--- config.mk ---
export PLATFORM = sky130hd
export DESIGN_NAME = valu_fxp_wb
export DESIGN_NICKNAME = d
export VERILOG_FILES = /design/src/rtl/valu_fxp_wb.sv
export SDC_FILE = /design/constraint.sdc
export NUM_CORES = 1
export LEC_CHECK = 0
export ABC_CLOCK_PERIOD_IN_PS = 14700
export BUFFER_PORTS_ARGS = -buffer_cell sky130_fd_sc_hd__buf_4
export CELL_PAD_IN_SITES_DETAIL_PLACEMENT = 1
export CELL_PAD_IN_SITES_GLOBAL_PLACEMENT = 1
export CORE_AREA = 2 2 310 250
export DETAILED_ROUTE_END_ITERATION = 16
export DIE_AREA = 0 0 312 252
export PLACE_DENSITY_LB_ADDON = 0.1
export REMOVE_ABC_BUFFERS = 1
export SETUP_SLACK_MARGIN = 0.15
export SLEW_MARGIN = 25
export SYNTH_ARGS = -nofsm -noshare
export SYNTH_HDL_FRONTEND = slang
export SYNTH_SLANG_ARGS = --single-unit
--- constraint.sdc ---
create_clock -name clk -period 14.7 [get_ports clk]
set_clock_uncertainty 0.1 [all_clocks]
set_input_delay 2.94 -clock clk [delete_from_list [all_inputs] [get_ports clk]]
set_output_delay 2.94 -clock clk [all_outputs]
set_load 0.01 [all_outputs]
--- src/rtl/valu_fxp_wb.sv ---
// Vector ALU fixed-point writeback stage.
// Stage R applies per-element fixed-point rounding increments to an ALU result
// beat, then the beat is queued in a small FIFO toward the register file.
// Each byte lane is one instance of valu_fxp_lane. Carries ripple lane to lane
// inside an element and are cut at element boundaries.

module valu_fxp_lane (
    input  logic [7:0] byte_in,
    input  logic       vd,
    input  logic       vd1,
    input  logic [1:0] vxrm,
    input  logic       first,
    input  logic       prev_carry,
    output logic       cin,
    output logic [7:0] byte_out
);
    logic inc;

    // Rounding increment; only the element's lowest lane uses it
    always_comb begin
        inc = 1'b0;
        case (vxrm)
            2'd0: inc = vd;
            2'd1: inc = vd & vd1;
            2'd2: inc = 1'b0;
            2'd3: inc = vd & ~vd1;
            default: inc = 1'b0;
        endcase
    end

    // A lane that starts an element takes the increment; the others take the ripple carry
    assign cin      = first ? inc : prev_carry;
    assign byte_out = byte_in + {7'd0, cin};
endmodule

module valu_fxp_wb #(
    parameter int DATA_WIDTH    = 64,
    parameter int ADDR_WIDTH    = 32,
    parameter int BE_WIDTH      = DATA_WIDTH / 8,
    parameter int FIFO_DEPTH    = 8,
    parameter int AFULL_SLACK   = 6,
    parameter bit ENABLE_64_BIT = 1'b0
) (
    input  logic                  clk,
    input  logic                  rst,
    input  logic [DATA_WIDTH-1:0] in_vec,
    input  logic                  in_valid,
    input  logic [ADDR_WIDTH-1:0] in_addr,
    input  logic [BE_WIDTH-1:0]   in_be,
    input  logic                  in_mask,
    input  logic                  in_fxp,
    input  logic [BE_WIDTH-1:0]   in_vd,
    input  logic [BE_WIDTH-1:0]   in_vd1,
    input  logic [1:0]            in_sew,
    input  logic [1:0]            in_vxrm,
    output logic [DATA_WIDTH-1:0] out_vec,
    output logic [ADDR_WIDTH-1:0] out_addr,
    output logic [BE_WIDTH-1:0]   out_be,
    output logic                  out_mask,
    output logic                  out_valid,
    input  logic                  out_ready,
    output logic                  out_afull,
    output logic                  out_ovf
);
    localparam int NUM_LANES = BE_WIDTH;
    localparam int PW        = $clog2(FIFO_DEPTH);
    localparam int CW        = PW + 1;

    typedef struct packed {
        logic [DATA_WIDTH-1:0] vec;
        logic [ADDR_WIDTH-1:0] addr;
        logic [BE_WIDTH-1:0]   be;
        logic                  mask;
    } wb_beat_t;

    // ---------------- Stage R: rounding ----------------
    logic [NUM_LANES-1:0][7:0] lane_in;
    logic [NUM_LANES-1:0][7:0] lane_out;
    logic [NUM_LANES-1:0]      lane_first;
    logic [NUM_LANES-1:0]      lane_cin;
    logic [NUM_LANES-1:0]      lane_prev;
    logic                      bypass;

    assign lane_in = in_vec;

    genvar k;
    generate
        for (k = 0; k < NUM_LANES; k++) begin : g_lane
            assign lane_first[k] = (in_sew == 2'd0)
                                || (in_sew == 2'd1 && (k % 2) == 0)
                                || (in_sew == 2'd2 && (k % 4) == 0)
                                || (in_sew == 2'd3 && (k % 8) == 0);
            if (k == 0) begin : g_l0
                assign lane_prev[k] = 1'b0;
            end else begin : g_ln
                // Previous lane overflows only when it is all ones and had a carry in
                assign lane_prev[k] = (&lane_in[k-1]) & lane_cin[k-1];
            end
            valu_fxp_lane u_lane (
                .byte_in   (lane_in[k]),
                .vd        (in_vd[k]),
                .vd1       (in_vd1[k]),
                .vxrm      (in_vxrm),
                .first     (lane_first[k]),
                .prev_carry(lane_prev[k]),
                .cin       (lane_cin[k]),
                .byte_out  (lane_out[k])
            );
        end
    endgenerate

    assign bypass = !in_fxp || in_mask || (in_sew == 2'd3 && !ENABLE_64_BIT);

    logic     vld_r;
    wb_beat_t beat_r;

    // Stage R valid bit, cleared by reset so in-flight beats are discarded
    always_ff @(posedge clk) begin
        if (rst) vld_r <= 1'b0;
        else     vld_r <= in_valid;
    end

    // Stage R data register; qualified by vld_r, so no reset needed
    always_ff @(posedge clk) begin
        beat_r.vec  <= bypass ? in_vec : DATA_WIDTH'(lane_out);
        beat_r.addr <= in_addr;
        beat_r.be   <= in_be;
        beat_r.mask <= in_mask;
    end

    // ---------------- Writeback FIFO ----------------
    wb_beat_t        mem [FIFO_DEPTH];
    logic [PW-1:0]   wptr, rptr;
    logic [CW-1:0]   count, count_next, free_next;
    logic            full, push, pop;

    assign full      = (count == CW'(FIFO_DEPTH));
    assign pop       = (count != '0) && out_ready;
    assign push      = vld_r && (!full || pop);
    assign free_next = CW'(FIFO_DEPTH) - count_next;

    // Occupancy after this cycle's push/pop
    always_comb begin
        count_next = count;
        if (push && !pop)      count_next = count + 1'b1;
        else if (pop && !push) count_next = count - 1'b1;
    end

    // Pointers, count and status flags; overflow is sticky until reset
    always_ff @(posedge clk) begin
        if (rst) begin
            count     <= '0;
            wptr      <= '0;
            rptr      <= '0;
            out_ovf   <= 1'b0;
            out_afull <= 1'b0;
        end else begin
            count     <= count_next;
            out_afull <= (int'(free_next) <= AFULL_SLACK);
            if (push) wptr <= wptr + 1'b1;
            if (pop)  rptr <= rptr + 1'b1;
            if (vld_r && full && !pop) out_ovf <= 1'b1;
        end
    end

    // Storage write; contents are only observed through valid entries
    always_ff @(posedge clk) begin
        if (push) mem[wptr] <= beat_r;
    end

    assign out_valid = (count != '0);
    assign out_vec   = mem[rptr].vec;
    assign out_addr  = mem[rptr].addr;
    assign out_be    = mem[rptr].be;
    assign out_mask  = mem[rptr].mask;
endmodule

==> metrics.md, run 1 <==
| Metric | Value |
|---|---|
| Status | `complete, no violations` |
| Clock buffer count from CTS | `94` |
| Port Buffers | `237` |
| Crit path launch type | `flip-flop` |
| Top Ports | `238` |
| Synth top area share | `0.7012` |
| Worst-path clk slew | `~0.06 ns` |
| P_leak | `0.01368 uW` |
| Initial Utilization | `0.4782` |
| Worst-Skew Late Latency | `roughly 0.65 ns` |
| CTS tree | `done` |
| EDFF count, synth | `between 800 and 900` |
| Number of remaining DRC errors | `0` |
| Core area | `about 75,000 sq um` |
| Mapped Cells | `between 1,500 and 2,000` |
| Die X | `around 310 microns` |
| Fmax | `138.6 MHz` |
| Post-synthesis register bit count | `961` |
| Period utilization | `0.4908` |
| Hold Vio Cnt, Final | `0` |
| Cell count after placement | `between 2,000 and 3,000` |
| Layout area overhead | `17.21%` |
| HPWL Detailed | `~42,000 microns` |
| Crit. End Element | `output port` |
| CP delay by family, top | `buffers and inverters` |
| Slew margin rel. | `0.3214` |
| Hold buffers post-CTS | `0` |
| Post-CTS Setup Bufs | `0` |
| Initial DRC Count | `~1,300` |
| Wire length of the first global-routing pass | `119,200 microns` |
| Post-CTS resize count | `0` |
| Critical path's largest stage delay | `a little under 0.8 ns` |
| RSZ-0062 raised after global routing | `false` |
| Row cnt | `90` |
| Share of synthesized registers carrying an async set or reset | `0` |
| Synth area leader | `edfxtp_1` |
| Grt ovf | `0` |
| DR WL/cell | `roughly 26 microns` |
| Cell chain of the critical path | `buf_4 > buf_12 > buf_16 > mux4_2 > mux2_2 > buf_4` |
| Top FF cell, synth | `edfxtp_1` |
| Post-route ant nets | `0` |
| RePlAce Congestion | `between 0.7 and 0.8` |
| Switching share of power | `0.2366` |
| Detailed Route WL | `79,250 microns` |
| Vias in the first global route | `~19,000` |
| Synth Warn # | `0` |
| Slew @ Worst Pin | `about 1.0 ns` |
| Clock Sinks | `about 960` |
| Critical path class | `flip-flop to output port` |
| Slowest-stage cell, CP | `dfxtp_4` |
| Power, Total | `6569 uW` |
| Setup violations, final | `0` |
| Clock Power Share | `0.370` |
| Hold Path Class | `flip-flop to flip-flop` |
| VDD IR-drop max | `0.00007290 V` |
| Sequential share of power | `0.473` |
| Total Routing Usage GR | `0.2056` |
| Largest net degree at the start of global routing | `about 160` |
| Layout Cells excl Fill | `a little over 3,000` |
| Antenna violations before repair | `5` |
| Final net count | `just over 2,000` |
| Post-Syn Area | `~36,000 sq um` |
| Max Slew Vio Count | `0` |
| Sequential-to-total area share from yosys stat | `0.7685` |
| CP max FO | `slightly below 70` |
| Max clock buf depth | `3` |
| Post-synth cell types | `49` |
| WHS | `between 0.3 and 0.4 ns` |
| Worst Path Arrival | `4.17 ns` |
| Total Neg Setup Slack | `0 ns` |
| Switching pwr | `between 1500 and 2000 uW` |
| Avg Cell Area, Syn | `about 22 sq um` |
| Max-Cap Viols | `0` |
| Cell-internal power | `between 5000 and 6000 uW` |
| PwrDens | `155.8 nW/um^2` |
| Combinational Power Share | `0.158` |
| Tmin final | `about 7 ns` |
| Die Area | `about 79,000 sq um` |
| H-tree Lvls | `3` |
| Crit path buf inv count | `4` |
| Die Y | `252 microns` |
| Layout cell share with drive strength beyond 1 | `0.3748` |
| Area contributors post-synth | `edfxtp_1 (70%), mux4_2 (13%), dfxtp_1 (6.7%)` |
| CTS root buf | `clkbuf_16` |
| Worst path most repeated cell | `buf_4` |
| CP Data Required Time | `approximately 12 ns` |
| Via density | `5.556` |
| Total iterations of the first detailed-routing run | `5` |
| Via count | `approximately 17,000` |
==> metal layers <==
metal	wire, microns	GRT usage	up-vias	share of wire
li1	-	-	7320	-
met1	34430	0.2867	8938	0.43
met2	38930	0.3352	398	0.49
met3	4384	0.04151	119	0.055
met4	1477	0.05151	4	0.019
met5	26	0	-	0.00033
==> path summary, 6_finish.rpt <==
kind	from	end	slack, ns	cells past startpoint
worst max-delay path	flip-flop	out_addr[7]	7.49	6
worst min-delay path	out_ovf	out_ovf	0.40	2
worst max register to register	count[1]	mem[5][35]	10.25	9
worst min register to register	out_ovf	out_ovf	0.40	2
==> final cells by class <==
cell class	count	area (sq um)
timing repair buffer	257	2037
multi-input combinational	601	8041
clock buffer	129	2574
clock inverter	49	553.0
sequential	961	27660
fill	6507	33060
tap	1012	1266
inverter	7	26.28
antenna	4	10.01
==> Yosys cell counts (2+ instances only) <==
| master | instances |
|---|---|
| edfxtp_1 | 840 |
| mux4_2 | 210 |
| dfxtp_1 | 121 |
| mux2_2 | 121 |
| xnor2_1 | 45 |
| nand2_1 | 34 |
| clkbuf_1 | 32 |
| buf_2 | 31 |
| nand4_1 | 28 |
| nor2_1 | 26 |
| ha_1 | 22 |
| xor2_1 | 17 |
| nand3_1 | 13 |
| nor2b_1 | 13 |
| and3_1 | 9 |
| nor3_1 | 8 |
| inv_1 | 7 |
| a31oi_1 | 6 |
| buf_1 | 6 |
| nand2b_1 | 6 |
| o21ai_0 | 5 |
| and4_1 | 3 |
| o21a_1 | 3 |
| a21oi_1 | 2 |
| a22o_1 | 2 |
| a32o_1 | 2 |
| nand3b_1 | 2 |
| nor3b_1 | 2 |
| or2_2 | 2 |
| or3_1 | 2 |
==> registers in the layout (all words and copies together), names as in the netlist, named ones only <==
| name | cells |
|---|---|
| wptr | 3 |
| count | 4 |
| vld_r | 1 |
| out_afull | 1 |
| beat_r | 105 |
| out_ovf | 1 |
| mem | 840 |
| rptr | 3 |
==> cells by family after synthesis <==
| kind of cell | count (synthesis) | synth area share |
|---|---|---|
| adders and majority gates | 22 | 0.007652 |
| buffers and inverters | 77 | 0.009322 |
| AOI/OAI and AO/OA | 26 | 0.005565 |
| xor gates and xnor gates | 62 | 0.01510 |
| muxes | 333 | 0.1703 |
| and+or+nand+nor | 158 | 0.02358 |
| DFF | 961 | 0.7685 |
==> metrics by stage <==
| step | utilization | instance area [sq um] | setup WS (ns) |
|---|---|---|---|
| CTS | 0.5600 | 42130 | 7.357 |
| global placement | 0.5185 | 39000 | 8.082 |
| floorplan | - | 35660 | 0.7216 |
| finish | 0.5605 | 42170 | 7.485 |
| detailed placement | 0.5185 | 39000 | 8.071 |
| global route | 0.5605 | 42160 | 7.102 |
==> power by group through the flow <==
stage	registers, uW	clock network, uW	logic [uW]
6_report	3100	2430	1030
5_1_grt	3120	2580	1120
2_1_floorplan	3250	0	787
4_1_cts	3110	2490	1060
3_5_place_dp	3170	0	1050
3_3_place_gp	3160	0	1040
==> worst register-to-register path, stage by stage (launching register included) <==
cell     delay [ns]
dfxtp_1        0.46
inv_1          0.12
ha_1           0.29
nor2b_1        0.20
nand2_1        0.11
o21a_1         0.20
nand2_1        0.23
nor2_4         0.72
buf_4          0.67
buf_4          0.89
==> cells in the final DEF, fill, tap and decap left out, types with 3 or more instances in the layout <==
cell type	synthesis	final
dfxtp_1	121	118
mux2_2	121	121
clkinv_2	0	15
clkbuf_16	0	94
nand2b_1	6	6
clkinv_1	0	12
inv_1	7	7
clkbuf_8	0	9
ha_1	22	22
clkbuf_1	32	26
bufinv_16	0	10
nand3_1	13	13
a31oi_1	6	6
clkinvlp_4	0	5
nand2_1	34	34
nor3_2	1	5
diode_2	0	4
edfxtp_1	840	840
o21a_1	3	3
buf_12	0	7
mux4_2	210	210
xnor2_1	45	45
o21ai_0	5	5
nor3_1	8	4
buf_4	0	249
nor2_4	0	3
inv_6	0	3
and4_1	3	3
and3_1	9	9
xor2_1	17	17
nor2_1	26	23
nand4_1	28	28
clkinv_8	0	3
dfxtp_4	0	3
nor2b_1	13	13
No activity file was read; power rests on OpenSTA's default activity.
==> run 2, diff against run 1 <==
ABC_CLOCK_PERIOD_IN_PS = 6840   (was 14700)
CORE_AREA = 2 2 295 239   (was 2 2 310 250)
DIE_AREA = 0 0 297 241   (was 0 0 312 252)
clock period = 6.84 ns   (was 14.7 ns; I/O delays follow)
==> run 2 against run 1 <==
Effect of this change:
- critical path depth fell by 2
- register-to-register slack got worse by 6.9 ns
- clock-buffer cell count grew 6
- critical endpoint is now out_vec[31]
==> metrics.md, run 2 (synthesis results as in run 1) <==
| Metric | Value |
|---|---|
| Biggest register | `mem` |
| HPWL Detailed | `40,240 microns (-5.1%)` |
| Slew @ Worst Pin | `0.9814 ns (-0.03658 ns)` |
| Hold buffers post-CTS | `0 (unchanged)` |
| Initial Utilization | `0.5257 (+0.04742)` |
| Die Y | `241 microns (-4.4%)` |
| Post-route ant nets | `0 (unchanged)` |
| Final net count | `2,070 (-0.19%)` |
| WHS | `0.3824 ns (-0.01393 ns)` |
| Last element of the critical path | `out_vec[31]` |
| Slew margin rel. | `0.3458 (+0.02439)` |
| Setup violations, final | `0 (unchanged)` |
| Max Slew Vio Count | `0 (unchanged)` |
| Worst R2R Setup Slack | `3.37 ns (-6.88 ns)` |
| DR WL/cell | `26.13 microns (-0.43%)` |
| Max FFs per register | `840 (unchanged)` |
| Wire length of the first global-routing pass | `115,800 microns (-2.9%)` |
| Initial DRC Count | `1,181 (-8.9%)` |
| Commonest non-fill, non-tap cell in the layout | `edfxtp_1` |
| Hold Path Class | `flip-flop to flip-flop` |
| Worst Path Arrival | `3.08 ns (-1.09 ns)` |
| Fmax | `~220 MHz` |
| Die Area | `71,580 sq um (-9.0%)` |
| Port Buffers | `237 (unchanged)` |
| Power, Total | `13,750 uW (+110%)` |
| Total Routing Usage GR | `0.2183 (+0.01276)` |
| Critical path class | `flip-flop to output port` |
| Number of remaining DRC errors | `0 (unchanged)` |
| Top Ports | `238 (unchanged)` |
| Max clock buf depth | `3 (unchanged)` |
| Crit path launch type | `flip-flop` |
| VDD IR-drop max | `0.0002156 V (+200%)` |
| Layout Cells excl Fill | `2,925 (-3.1%)` |
| CTS root buf | `clkbuf_16` |
| Detailed Route WL | `76,420 microns (-3.6%)` |
| Period utilization | `0.6645` |
| Worst-Skew Late Latency | `0.64 ns (about the same)` |
| PwrDens | `328.6 nW/um^2 (+110%)` |
| Via density | `5.726 (+3.1%)` |
| Total iterations of the first detailed-routing run | `5 (unchanged)` |
| Largest registers | `mem (840), beat_r (105), count (4)` |
| CP max FO | `29 (-57%)` |
| Core area | `68,440 sq um (-9.0%)` |
| Die X | `297 microns (-4.8%)` |
| Vias in the first global route | `18,390 (-0.66%)` |
| P_leak | `0.01359 uW (-0.65%)` |
| Cell count after placement | `2,748 (-3.1%)` |
| Most frequent cells in the layout | `edfxtp_1 (840), buf_4 (243), mux4_2 (210)` |
| Tmin final | `4.545 ns` |
| RePlAce Congestion | `0.7618 (+3.2%)` |
| Layout cell share with drive strength beyond 1 | `0.3711 (-0.003694)` |
| Via count | `16,750 (-0.17%)` |
| Crit. End Element | `output port` |
| H-tree Lvls | `3 (unchanged)` |
| R2r worst-path depth | `8 (-1)` |
| Max-Cap Viols | `0 (unchanged)` |
| CP Data Required Time | `5.37 ns (-6.29 ns)` |
| Post-layout util | `0.6116 (+0.05103)` |
| Largest net degree at the start of global routing | `113 (-28%)` |
| CTS tree | `done` |
| Hold Vio Cnt, Final | `0 (unchanged)` |
| RR Startpoint | `count[1]` |
| Final worst slack | `2.295 ns (-5.190 ns)` |
| Clock Sinks | `961 (unchanged)` |
| Row cnt | `86 (-4.4%)` |
| Post-CTS Setup Bufs | `0 (unchanged)` |
| Worst r2r dst | `mem[6][12]` |
| Antenna violations before repair | `6 (+1)` |
| RSZ-0062 raised after global routing | `false` |
| Setup WS pre-CTS | `2.816 ns (-5.255 ns)` |
| Status | `complete, no violations` |
| Clock buffer count from CTS | `92 (-2.1%)` |
| Grt ovf | `0 (unchanged)` |
| Post-CTS resize count | `0 (unchanged)` |
| Layout area overhead | `16.35%` |
| Worst-path clk slew | `0.06 ns (about the same)` |
## run 2: cell types whose count changed in the layout (fill, tap and decap cells not counted)
| cell | change |
|---|---|
| buf_12 | +5 |
| buf_16 | -1 |
| buf_4 | -6 |
| bufinv_16 | -6 |
| clkbuf_1 | +6 |
| clkbuf_16 | -1 |
| clkbuf_8 | +1 |
| clkinv_1 | -3 |
| clkinv_2 | +5 |
| clkinv_8 | -1 |
| clkinvlp_4 | -5 |
| inv_16 | -1 |
## run 2: critical path, stage by stage, from the launching register on
cell	delay, ns
dfxtp_4	0.77
buf_4	0.59
mux4_2	0.58
mux2_2	0.31
buf_4	0.15
## run 2: final cells by class
cell class,count,area (sq um)
flip-flops and latches,961,27660
repair buffers,255,2064
well taps,924,1156
multi-input cells,601,8041
clock inverters,38,312.8
inverters,7,26.28
clock buffers,135,2585
diodes,4,10.01
fillers,5692,26580
## run 2: worst min-delay path by stage
stage                 start        end  cells past startpoint
detailed placement  out_ovf    out_ovf                      2
global route        out_ovf    out_ovf                      2
finish              out_ovf    out_ovf                      2
floorplan           rptr[2]  flip-flop                      2
global placement    out_ovf    out_ovf                      2
CTS                 out_ovf    out_ovf                      2
## run 2: layer usage
| layer | up-vias | global-route usage | part of all wire |
|---|---|---|---|
| met5 | - | 0 | 0.00018 |
| met3 | 112 | 0.04951 | 0.058 |
| met4 | 4 | 0.05709 | 0.020 |
| met1 | 8913 | 0.3029 | 0.43 |
| met2 | 405 | 0.3550 | 0.49 |
| li1 | 7316 | - | - |
## run 2: per-stage QoR
step	setup TNS [ns]	area [sq um]
after floorplan	-2158.63	35660
after global placement	0	38950
after detailed placement	0	38950
after CTS	0	41840
after global routing	0	41850
final	0	41850
## run 2: report_power, final
part | internal [uW] | leakage [uW] | switching [uW]
sequential | 6510 | 0.00861 | 149
clock | 2780 | 0.00143 | 2090
combinational | 1240 | 0.00355 | 985
total | 10500 | 0.0136 | 3230
==> run 3, diff against run 2 <==
ABC_AREA = 1   (was default)
ABC_CLOCK_PERIOD_IN_PS = 4300   (was 6840)
CORE_AREA = 2 2 309 250   (was 2 2 295 239)
DIE_AREA = 0 0 311 252   (was 0 0 297 241)
clock period = 4.3 ns   (was 6.84 ns; I/O delays follow)
==> run 3 against run 2 <==
Effect of this change:
- sequential power rose by 61%
- register-to-register slack worse by 2.0 ns
- routed wire length grew 29%
- flip-flop and latch count unchanged
- cell count increased by 44%
- first-iteration DRC count increased by 59%
- hold slack got worse by 0.19 ns
- critical path type unchanged
- critical endpoint is now out_vec[56]
- highest routed layer is now met4
==> metrics.md, run 3 <==
| Metric | Value |
|---|---|
| VDD IR-drop max | `0.0003513 V (+63%)` |
| Total iterations of the first detailed-routing run | `5 (unchanged)` |
| Wire length of the first global-routing pass | `152,000 microns (+31%)` |
| Antenna violations before repair | `3 (-3)` |
| CTS tree | `done` |
| Avg Cell Area, Syn | `12.70 sq um (-42%)` |
| Worst-Skew Late Latency | `0.66 ns (+0.02 ns)` |
| RSZ-0062 raised after global routing | `true` |
| Max FFs per register | `840 (unchanged)` |
| Hold Path Class | `input pin to flip-flop` |
| Core area | `75,000 sq um (+9.6%)` |
| CP delay by family, top | `compound AO/OA/AOI/OAI gates` |
| Sequential-to-total area share from yosys stat | `0.7540 (-0.01455)` |
| CTS root buf | `clkbuf_16` |
| Period utilization | `0.9408` |
| Initial DRC Count | `1,881 (+59%)` |
| Die Y | `252 microns (+4.6%)` |
| Layout area overhead | `17.48%` |
| Switching pwr | `8334 uW (+160%)` |
| Number of remaining DRC errors | `0 (unchanged)` |
| Final net count | `3,259 (+57%)` |
| Clock Sinks | `961 (unchanged)` |
| Total Routing Usage GR | `0.2538 (+0.03548)` |
| Crit path launch type | `flip-flop` |
| HPWL Detailed | `54,520 microns (+35%)` |
| Top Ports | `238 (unchanged)` |
| Post-synth top cells | `edfxtp_1 (840), nor2_1 (779), o21ai_0 (433), dfxtp_1 (121), clkbuf_1 (117)` |
| Synth top area share | `0.6879 (-0.01328)` |
| Slew @ Worst Pin | `0.8426 ns (-0.1388 ns)` |
| Clock buffer count from CTS | `94 (+2.2%)` |
| Grt ovf | `0 (unchanged)` |
| Cell chain of the critical path | `buf_12 > o21ai_0 > o22ai_1 > nor2_1 > a31oi_1 > buf_4` |
| Via density | `5.639 (-1.5%)` |
| Area contributors post-synth | `edfxtp_1 (69%), nor2_1 (8.0%), dfxtp_1 (6.6%)` |
| Port Buffers | `237 (unchanged)` |
| Final worst slack | `0.2547 ns (-2.040 ns)` |
| P_leak | `0.01509 uW (+11%)` |
| Share of synthesized registers carrying an async set or reset | `0 (unchanged)` |
| Post-synthesis register bit count | `961 (unchanged)` |
| Fmax | `between 200 and 250 MHz` |
| Cell count after placement | `4,023 (+46%)` |
| Worst Path Arrival | `3.09 ns (about the same)` |
| Max Slew Vio Count | `0 (unchanged)` |
| Worst-path clk slew | `0.06 ns (about the same)` |
| Combinational Power Share | `0.270 (+0.108)` |
| Initial Utilization | `0.4889 (-0.03673)` |
| Status | `complete, no violations` |
| Detailed Route WL | `98,740 microns (+29%)` |
| EDFF count, synth | `840 (unchanged)` |
| RR Startpoint | `count[0]` |
| Tmin final | `approximately 4.0 ns` |
| Total Neg Setup Slack | `0 ns (unchanged)` |
| Post-route ant nets | `0 (unchanged)` |
| Synth Warn # | `0 (unchanged)` |
| Max clock buf depth | `3 (unchanged)` |
| Commonest non-fill, non-tap cell in the layout | `edfxtp_1` |
| H-tree Lvls | `3 (unchanged)` |
| Clock Power Share | `0.325 (-0.029)` |
| Max-Cap Viols | `0 (unchanged)` |
| Slew margin rel. | `0.4383 (+0.09254)` |
| Slowest-stage cell, CP | `dfxtp_4` |
| Cell-internal power | `18,020 uW (+71%)` |
| WHS | `0.1952 ns (-0.1872 ns)` |
| Setup WS pre-CTS | `0.4259 ns (-2.390 ns)` |
| Die X | `311 microns (+4.7%)` |
| Biggest register | `mem` |
| Critical path class | `flip-flop to output port` |
| Largest net degree at the start of global routing | `140 (+24%)` |
| Synth area leader | `edfxtp_1` |
| Post-synth cell types | `34 (-31%)` |
| CP Data Required Time | `3.34 ns (-2.03 ns)` |
| Die Area | `78,370 sq um (+9.5%)` |
| Sequential share of power | `0.405 (-0.079)` |
| Setup violations, final | `0 (unchanged)` |
| CP max FO | `139 (+380%)` |
| Post-Syn Area | `36,670 sq um (+1.9%)` |
| Top FF cell, synth | `edfxtp_1` |
| Switching share of power | `0.3162 (+0.08161)` |
| Hold Vio Cnt, Final | `0 (unchanged)` |
| Post-CTS Setup Bufs | `0 (unchanged)` |
| Largest registers | `mem (840), beat_r (105), count (4)` |
| Mapped Cells | `2,887 (+76%)` |
| Area after DPL | `39,840 sq um (+2.3%)` |
| Final instance area | `43,080 sq um (+2.9%)` |
| RePlAce Congestion | `0.7911 (+3.8%)` |
| Layout Cells excl Fill | `4,203 (+44%)` |
| Crit. End Element | `output port` |
| PwrDens | `611.9 nW/um^2 (+86%)` |
| Hold path start | `in_addr[24]` |
| Row cnt | `90 (+4.7%)` |
| Most frequent cells in the layout | `edfxtp_1 (840), nor2_1 (771), o21ai_0 (433)` |
| Crit path buf inv count | `2 (unchanged)` |
| Via count | `23,700 (+41%)` |
| Critical path's largest stage delay | `0.67 ns (-0.10 ns)` |
| Most frequent cell after synthesis | `edfxtp_1` |
| Vias in the first global route | `25,510 (+39%)` |
| DR WL/cell | `23.49 microns (-10%)` |
| Layout cell share with drive strength beyond 1 | `0.1521 (-0.2189)` |
run 3: cell types whose count changed after synthesis, moves of 14 or more:
cell,before,now
nand2_1,34,112
inv_1,7,54
clkbuf_1,32,117
o22ai_1,0,105
o21ai_0,5,433
nor2_1,26,779
mux2_2,121,0
xnor2_1,45,18
nand4_1,28,14
nand2_2,0,14
mux4_2,210,0
a31oi_1,6,105
run 3: power groups by stage:
stage | registers, uW | clock network, uW | logic (uW)
finish | 10700 | 8570 | 7110
global route | 10700 | 9010 | 7840
CTS | 10700 | 8680 | 7200
detailed placement | 10900 | 0 | 7100
global placement | 10800 | 0 | 6820
floorplan | 11100 | 0 | 3480
run 3: worst reg2reg max path: cells and delay by family (launching register included):
family | cells | cell delay (ns)
buf+inv | 6 | 1.04
simple gates | 5 | 0.81
flops | 1 | 0.41
fa+ha+maj | 1 | 0.19
run 3: per-stage QoR:
step / total power, uW / util
3_5_place_dp: 17970 / 0.5312
4_1_cts: 26550 / 0.5742
6_report: 26360 / 0.5744
2_1_floorplan: 14610 / -
5_1_grt: 27560 / 0.5744
3_3_place_gp: 17660 / 0.5312
run 3: worst paths after layout:
| check | to | slack (ns) | depth (start not counted) |
|---|---|---|---|
| setup reg to reg | mem[1][13] | 1.34 | 12 |
| hold / removal | beat_r[33] | 0.20 | 1 |
| setup / recovery | out_vec[56] | 0.25 | 6 |
| hold reg to reg | flip-flop | 0.37 | 2 |
run 3: what timing repair did:
item / CTS / global route
gates resized for setup: 0 / 1
endpoints found under the setup margin: 0 / 1
hold buffers: 0 / 0
run 3: cell families (layout without fill, tap and decap cells):
family                   after synthesis  in the layout  synth area share
XOR/XNOR                              49             49           0.01191
flip-flops                           961            961            0.7540
adder cells (fa/ha/maj)               22             22          0.007507
AO/OA/AOI/OAI                        662            662           0.09803
other                                  0              3                 0
AND/OR/NAND/NOR                      963            963            0.1034
buffers and inverters                230            531           0.02515
run 3: layout make-up:
cell class	instances	area [sq um]
clock buffers	130	2703
flip-flops and latches	961	27650
inverters	62	252.7
well taps	1012	1266
repair buffers	292	2512
diodes	3	7.507
clock inverters	47	521.8
fillers	7414	31920
multi-input cells	1696	8159
run 3: routing by layer:
metal	routed length [microns]	part of all wire	global-route usage
met1	42310	0.43	0.3370
met2	48680	0.49	0.4263
met5	0	0	0
met3	4417	0.045	0.03863
met4	3332	0.034	0.09441
